--- config.mk ---
export PLATFORM = sky130hd
export DESIGN_NAME = decode_issue_buffer
export DESIGN_NICKNAME = d
export VERILOG_FILES = /design/src/rtl/decode_issue_pkg.sv /design/src/rtl/decode_issue_hazard.sv /design/src/rtl/decode_issue_buffer.sv
export SDC_FILE = /design/constraint.sdc
export NUM_CORES = 1
export LEC_CHECK = 0
export CORE_MARGIN = 2
export CORE_UTILIZATION = 40
export DETAILED_ROUTE_END_ITERATION = 6
export DONT_BUFFER_PORTS = 1
export HOLD_SLACK_MARGIN = 0.02
export PLACE_DENSITY_LB_ADDON = 0.3
export SLEW_MARGIN = 20
export SYNTH_ARGS = -nofsm -noshare
export SYNTH_HDL_FRONTEND = slang
export SYNTH_SLANG_ARGS = --single-unit
export TNS_END_PERCENT = 30
--- constraint.sdc ---
create_clock -name clk -period 12 [get_ports clk]
set_input_delay 1.8 -clock clk [delete_from_list [all_inputs] [get_ports clk]]
set_output_delay 1.8 -clock clk [all_outputs]
set_load 0.05 [all_outputs]
--- src/rtl/decode_issue_pkg.sv ---
// Shared types and constants for the decode-to-ALU issue buffer.
// Optional build macro: DECODE_ISSUE_BUF_PERF_EN (adds performance counters to decode_issue_buffer).
package decode_issue_pkg;

   localparam int ISSUE_DATA_W     = 32;
   localparam int ISSUE_REG_ADDR_W = 5;
   localparam int ISSUE_CTRL_W     = 16;
   localparam int ISSUE_DEPTH      = 4;

   // Position of MEM_R_EN inside the packed control bundle; a set bit marks a load
   localparam int CTRL_MEM_R_EN_BIT = 0;

   // One fully decoded instruction as it sits in the issue buffer
   typedef struct packed {
      logic [ISSUE_DATA_W-1:0]     pc;
      logic [ISSUE_DATA_W-1:0]     rega_data;
      logic [ISSUE_DATA_W-1:0]     regb_data;
      logic [ISSUE_DATA_W-1:0]     imm;
      logic [ISSUE_CTRL_W-1:0]     ctrl;
      logic [ISSUE_REG_ADDR_W-1:0] rega;
      logic [ISSUE_REG_ADDR_W-1:0] regb;
      logic [ISSUE_REG_ADDR_W-1:0] regd;
      logic                        uses_rega;
      logic                        uses_regb;
   } issue_entry_t;

endpackage

--- src/rtl/decode_issue_hazard.sv ---
// Load-use tracker: remembers the destination of the load that issued last cycle and
// raises a one-cycle bubble when the buffer head reads that register.
module decode_issue_hazard
   import decode_issue_pkg::*;
#(
   parameter int REG_ADDR_W = ISSUE_REG_ADDR_W
)(
   input  logic                  clk,
   input  logic                  reset,
   input  logic                  i_flush,
   input  logic                  i_freeze,
   input  logic                  i_pop,
   input  logic                  i_popIsLoad,
   input  logic [REG_ADDR_W-1:0] i_popRegd,
   input  logic [REG_ADDR_W-1:0] i_headRega,
   input  logic [REG_ADDR_W-1:0] i_headRegb,
   input  logic                  i_headUsesRega,
   input  logic                  i_headUsesRegb,
   output logic                  o_bubble
);

   logic                  r_trkValid;
   logic [REG_ADDR_W-1:0] r_trkRegd;

   // Capture the issuing instruction's load destination; register 0 is never a hazard.
   // A data-cache freeze holds the tracker so the bubble still lands after the stall,
   // and any other cycle without an issue forgets it so the bubble lasts one cycle only.
   always_ff @(posedge clk or posedge reset) begin
      if (reset) begin
         r_trkValid <= 1'b0;
         r_trkRegd  <= '0;
      end else if (i_flush) begin
         r_trkValid <= 1'b0;
      end else if (!i_freeze) begin
         if (i_pop) begin
            r_trkValid <= i_popIsLoad & (i_popRegd != '0);
            r_trkRegd  <= i_popRegd;
         end else begin
            r_trkValid <= 1'b0;
         end
      end
   end

   // Compare the tracked destination against whichever head sources are actually read
   always_comb begin
      o_bubble = r_trkValid &
                 ((i_headUsesRega & (i_headRega == r_trkRegd)) |
                  (i_headUsesRegb & (i_headRegb == r_trkRegd)));
   end

endmodule

--- src/rtl/decode_issue_buffer.sv ---
// In-order issue FIFO between decode and the ALU with valid/ready handshakes, flush,
// cache-stall blocking and automatic load-use bubble insertion.
// Optional build macro: DECODE_ISSUE_BUF_PERF_EN adds bubble_cnt, stall_cnt and full_cnt.
module decode_issue_buffer
   import decode_issue_pkg::*;
#(
   parameter int DATA_W     = ISSUE_DATA_W,
   parameter int REG_ADDR_W = ISSUE_REG_ADDR_W,
   parameter int CTRL_W     = ISSUE_CTRL_W,
   parameter int DEPTH      = ISSUE_DEPTH
)(
   input  logic                         clk,
   input  logic                         reset,
   input  logic                         flush,
   input  logic                         block_pipe_instr_cache,
   input  logic                         block_pipe_data_cache,
   input  logic                         in_valid,
   output logic                         in_ready,
   input  logic [DATA_W-1:0]            in_pc,
   input  logic [DATA_W-1:0]            in_rega_data,
   input  logic [DATA_W-1:0]            in_regb_data,
   input  logic [DATA_W-1:0]            in_imm,
   input  logic [CTRL_W-1:0]            in_ctrl,
   input  logic [REG_ADDR_W-1:0]        in_rega,
   input  logic [REG_ADDR_W-1:0]        in_regb,
   input  logic [REG_ADDR_W-1:0]        in_regd,
   input  logic                         in_uses_rega,
   input  logic                         in_uses_regb,
   output logic                         out_valid,
   input  logic                         out_ready,
   output logic [DATA_W-1:0]            out_pc,
   output logic [DATA_W-1:0]            out_rega_data,
   output logic [DATA_W-1:0]            out_regb_data,
   output logic [DATA_W-1:0]            out_imm,
   output logic [CTRL_W-1:0]            out_ctrl,
   output logic [REG_ADDR_W-1:0]        out_rega,
   output logic [REG_ADDR_W-1:0]        out_regb,
   output logic [REG_ADDR_W-1:0]        out_regd,
   output logic [$clog2(DEPTH+1)-1:0]   count
`ifdef DECODE_ISSUE_BUF_PERF_EN
   ,
   output logic [31:0]                  bubble_cnt,
   output logic [31:0]                  stall_cnt,
   output logic [31:0]                  full_cnt
`endif
);

   localparam int PTR_W = $clog2(DEPTH);
   localparam int CNT_W = $clog2(DEPTH+1);

   issue_entry_t     r_mem [DEPTH];
   logic [PTR_W-1:0] r_wrPtr;
   logic [PTR_W-1:0] r_rdPtr;
   logic [CNT_W-1:0] r_count;

   issue_entry_t     w_newEntry;
   issue_entry_t     w_head;
   logic             w_empty;
   logic             w_full;
   logic             w_push;
   logic             w_pop;
   logic             w_bubble;

   assign w_empty = (r_count == '0);
   assign w_full  = (r_count == CNT_W'(DEPTH));
   assign w_head  = r_mem[r_rdPtr];
   assign count   = r_count;

   // Handshakes: in_ready never looks at out_ready, so a full buffer refuses input even
   // while it is popping; out_valid is held low for a load-use bubble or a data-cache stall
   always_comb begin
      in_ready  = !w_full & !flush & !block_pipe_instr_cache;
      out_valid = !w_empty & !w_bubble & !block_pipe_data_cache;
      w_push    = in_valid & in_ready;
      w_pop     = out_valid & out_ready;
   end

   // Pack the decode-side inputs into one storage entry
   always_comb begin
      w_newEntry.pc        = in_pc;
      w_newEntry.rega_data = in_rega_data;
      w_newEntry.regb_data = in_regb_data;
      w_newEntry.imm       = in_imm;
      w_newEntry.ctrl      = in_ctrl;
      w_newEntry.rega      = in_rega;
      w_newEntry.regb      = in_regb;
      w_newEntry.regd      = in_regd;
      w_newEntry.uses_rega = in_uses_rega;
      w_newEntry.uses_regb = in_uses_regb;
   end

   // Head payload is read straight from storage but forced to zero when the buffer is
   // empty, so stale entries never leak out (including right after an async reset)
   always_comb begin
      out_pc        = '0;
      out_rega_data = '0;
      out_regb_data = '0;
      out_imm       = '0;
      out_ctrl      = '0;
      out_rega      = '0;
      out_regb      = '0;
      out_regd      = '0;
      if (!w_empty) begin
         out_pc        = w_head.pc;
         out_rega_data = w_head.rega_data;
         out_regb_data = w_head.regb_data;
         out_imm       = w_head.imm;
         out_ctrl      = w_head.ctrl;
         out_rega      = w_head.rega;
         out_regb      = w_head.regb;
         out_regd      = w_head.regd;
      end
   end

   // Entry storage needs no reset: occupancy alone decides what is visible
   always_ff @(posedge clk) begin
      if (w_push) begin
         r_mem[r_wrPtr] <= w_newEntry;
      end
   end

   // Pointers wrap naturally because DEPTH is a power of two; the handshakes guarantee
   // the count never over- or underflows, and flush empties everything at once
   always_ff @(posedge clk or posedge reset) begin
      if (reset) begin
         r_wrPtr <= '0;
         r_rdPtr <= '0;
         r_count <= '0;
      end else if (flush) begin
         r_wrPtr <= '0;
         r_rdPtr <= '0;
         r_count <= '0;
      end else begin
         if (w_push) begin
            r_wrPtr <= r_wrPtr + PTR_W'(1);
         end
         if (w_pop) begin
            r_rdPtr <= r_rdPtr + PTR_W'(1);
         end
         if (w_push && !w_pop) begin
            r_count <= r_count + CNT_W'(1);
         end else if (!w_push && w_pop) begin
            r_count <= r_count - CNT_W'(1);
         end
      end
   end

   decode_issue_hazard #(
      .REG_ADDR_W (REG_ADDR_W)
   ) u_hazard (
      .clk            (clk),
      .reset          (reset),
      .i_flush        (flush),
      .i_freeze       (block_pipe_data_cache),
      .i_pop          (w_pop),
      .i_popIsLoad    (w_head.ctrl[CTRL_MEM_R_EN_BIT]),
      .i_popRegd      (w_head.regd),
      .i_headRega     (w_head.rega),
      .i_headRegb     (w_head.regb),
      .i_headUsesRega (w_head.uses_rega),
      .i_headUsesRegb (w_head.uses_regb),
      .o_bubble       (w_bubble)
   );

`ifdef DECODE_ISSUE_BUF_PERF_EN
   logic w_bubbleCycle;
   assign w_bubbleCycle = !w_empty & w_bubble & !block_pipe_data_cache;

   // Free-running event counters; they survive flush and only reset clears them
   always_ff @(posedge clk or posedge reset) begin
      if (reset) begin
         bubble_cnt <= '0;
         stall_cnt  <= '0;
         full_cnt   <= '0;
      end else begin
         if (w_bubbleCycle) begin
            bubble_cnt <= bubble_cnt + 32'd1;
         end
         if (!w_empty && block_pipe_data_cache) begin
            stall_cnt <= stall_cnt + 32'd1;
         end
         if (w_full && in_valid) begin
            full_cnt <= full_cnt + 32'd1;
         end
      end
   end
`endif

endmodule

==> out/qor.txt <==
R2R cell count = 12
CTS tree = yes
die span in y = 255 microns
Critical path origin = r_rdPtr[0]
Skew-Pair Late Insertion Delay = 0.59 ns
distinct cell type count after synthesis = 41
PD cells = 190 nW/um^2
Die Span X = 255 microns
Leakage Power = 8.49 nW
# hold bufs at CTS = 0
Hold Path Origin = u_hazard.r_trkValid
Core ar. = 62700 sq um
max-slew violation count = 0
Core Rows = 92
Initial Util = 40.2%
worst endpoint required time = 10.20 ns
Switching Share = 27.8%
peak supply drop = 132 uV
Setup crit end kind = output port
WL final = 50400 microns
Worst Setup Start Kind = register
total track usage = 15.4%
CTS Buffer Depth = 3
Worst-path clk slew = 0.06 ns
sequential fraction of the synthesis area = 77.9%
DR WL/cell = 24.4 microns
status = finished, final reports clean
Yosys warning total = 0
hold_ws = 0.553 ns
hold path cells = 2
CTS buffer count = 71
critical path type = reg2out
Post-Syn Nets = 1306
Post-Layout Inst Area = 28400 sq um
routability cong. = 0.711
CP Data Arrival Time = 4.39 ns
global-route wire length before repair = 73600 microns
setup_tns = 0 ns
H-Tree Depth = 3
Final Power = 5.39 mW
largest net degree at the start of global routing = 68
final core utilization = 45.2%
Net Switching = 1.50 mW
Post-DP Area = 26200 sq um
Gates resized, CTS repair = 0
vias per inst = 5.28
Layout Skew = 0.0166 ns
residual DRC count = 0
slew of the pin with the lowest slew margin = 1.18 ns
initial DRC count = 684
DR pass1 iterations = 4
Syn Area/Cell = 22.3 sq um
Int Pwr = 3.89 mW
RSZ-0062 raised after global routing = no
Final period util = 51.6%
crit-path max FO = 46
port bufs = 0
setup bufs post-CTS = 0
Max Cap Viol = 0
Worst Hold Class = reg2reg
via count = 10928
Rel. slew slack = 21.5%
vias in the first global route = 11537
nets = 1341
Layout area overhead = 12.4%
final-layout fill cell count = 5218
Setup-failing EPs final = 0
Syn Inst Count = 1133
Yosys reg bits = 657
Netlist Area Pre-Place = 25200 sq um
die area = 65100 sq um
hpwl dp = 29300 microns
combinational share of power = 14.4%
most common cell after layout, fill and taps aside = edfxtp_1
Final ANT Viol Nets = 0
reg2reg start = r_rdPtr[0]
sequential power share = 48.2%
grt total ovfl = 0
final hold vios = 0
Min Clock Period, post-route = 6.19 ns
most frequent cells in the layout = edfxtp_1 (644), mux4_2 (161), nor2b_1 (161)
fmax = 0.162 GHz
initial antenna violation count = 0
clk root buf = clkbuf_16
Ports = 332
clock net sink count = 657
Clk network pwr share = 37.3%
layout cells sized above 1 = 23.7%
critical path, cell delays in order (launching register included):
cell	delay, ns
dfrtp_4	0.95
buf_4	0.83
mux4_2	0.63
xnor2_1	0.16
nand4_1	0.13
o31ai_2	0.09
buf_4	0.19
nor2_1	0.78
power by group through the flow:
stage / Sequential [mW] / Clock [mW] / Combinational (mW)
global placement: 2.65 / 0 / 0.791
floorplan: 2.64 / 0 / 0.685
CTS: 2.60 / 2.08 / 0.792
finish: 2.60 / 2.01 / 0.777
global route: 2.61 / 2.15 / 0.819
detailed placement: 2.65 / 0 / 0.791
registers in the layout, summed over array words and instances, names as in the netlist:
signal,flops
u_hazard.r_trkRegd,5
u_hazard.r_trkValid,1
count,3
r_mem,644
r_wrPtr,2
r_rdPtr,2
metrics by stage:
stage | worst slack (ns) | instances
after global placement | 6.23 | 1941
after floorplan | 5.23 | 1133
after global routing | 5.38 | 2066
after CTS | 5.56 | 2066
after detailed placement | 6.24 | 1941
final | 5.81 | 2070
metal layers:
| layer | up-vias | track usage (%) | share of wire (%) |
|---|---|---|---|
| met5 | - | 0 | 0 |
| met2 | 336 | 24.6 | 49 |
| met1 | 5800 | 18.3 | 38 |
| met3 | 101 | 7.44 | 11 |
| met4 | 0 | 4.91 | 2.7 |
| li1 | 4691 | - | - |
path summary, 6_finish.rpt:
check,endpoint,slack (ns)
min in group asynchronous,u_hazard.r_trkRegd[1],1.14
max in group asynchronous,r_rdPtr[0],10.45
max,out_valid,5.81
min,u_hazard.r_trkValid,0.55
max reg2reg,count[1],6.79
min reg2reg,u_hazard.r_trkValid,0.55
final cells by class:
cell class              instances  area (sq um)  area share (%)
flip-flops and latches        657         19700            69.4
multi-input cells             411          5300            18.7
clock buffers                  95          1930            6.81
well taps                     846          1060            3.73
clock inverters                30           209           0.737
repair buffers                 20           150           0.529
inverters                       7          26.3          0.0927
diodes                          4          10.0          0.0353
cells by family (layout without fill, tap and decap cells):
logic type               Yosys count  after routing  share of synthesized area, %
multiplexers                     166            166                          14.7
AND/OR/NAND/NOR                  207            207                          4.97
XOR/XNOR                          11             11                         0.382
other                              0              4                             0
flip-flops                       657            657                          77.9
AO/OA/AOI/OAI                     22             22                         0.655
adder cells (fa/ha/maj)            5              5                         0.278
buffers and inverters             65            152                          1.11
cells in the mapped netlist (all sizes together):
master | count | area, sq um
a2111o | 1 | 11.3
a211o | 3 | 26.3
a21oi | 5 | 25.0
a22oi | 1 | 7.51
a31oi | 2 | 12.5
and2 | 5 | 31.3
and3 | 1 | 6.26
buf | 28 | 140
clkbuf | 30 | 113
dfrtp | 13 | 325
edfxtp | 644 | 19300
fa | 1 | 20.0
ha | 4 | 50.1
inv | 7 | 26.3
mux2 | 5 | 75.1
mux4 | 161 | 3630
nand2 | 13 | 48.8
nand2b | 2 | 12.5
nand3 | 1 | 5.00
nand3b | 1 | 7.51
nand4 | 1 | 6.26
nor2 | 4 | 15.0
nor2b | 161 | 1010
nor3 | 7 | 40.0
nor4 | 1 | 6.26
o21a | 1 | 7.51
o21ai | 3 | 15.0
o22ai | 3 | 18.8
o31ai | 3 | 41.3
or3 | 7 | 43.8
or3b | 1 | 8.76
or4 | 2 | 15.0
xnor2 | 6 | 52.6
xor2 | 5 | 43.8
Power figures use the tool's default switching activity.
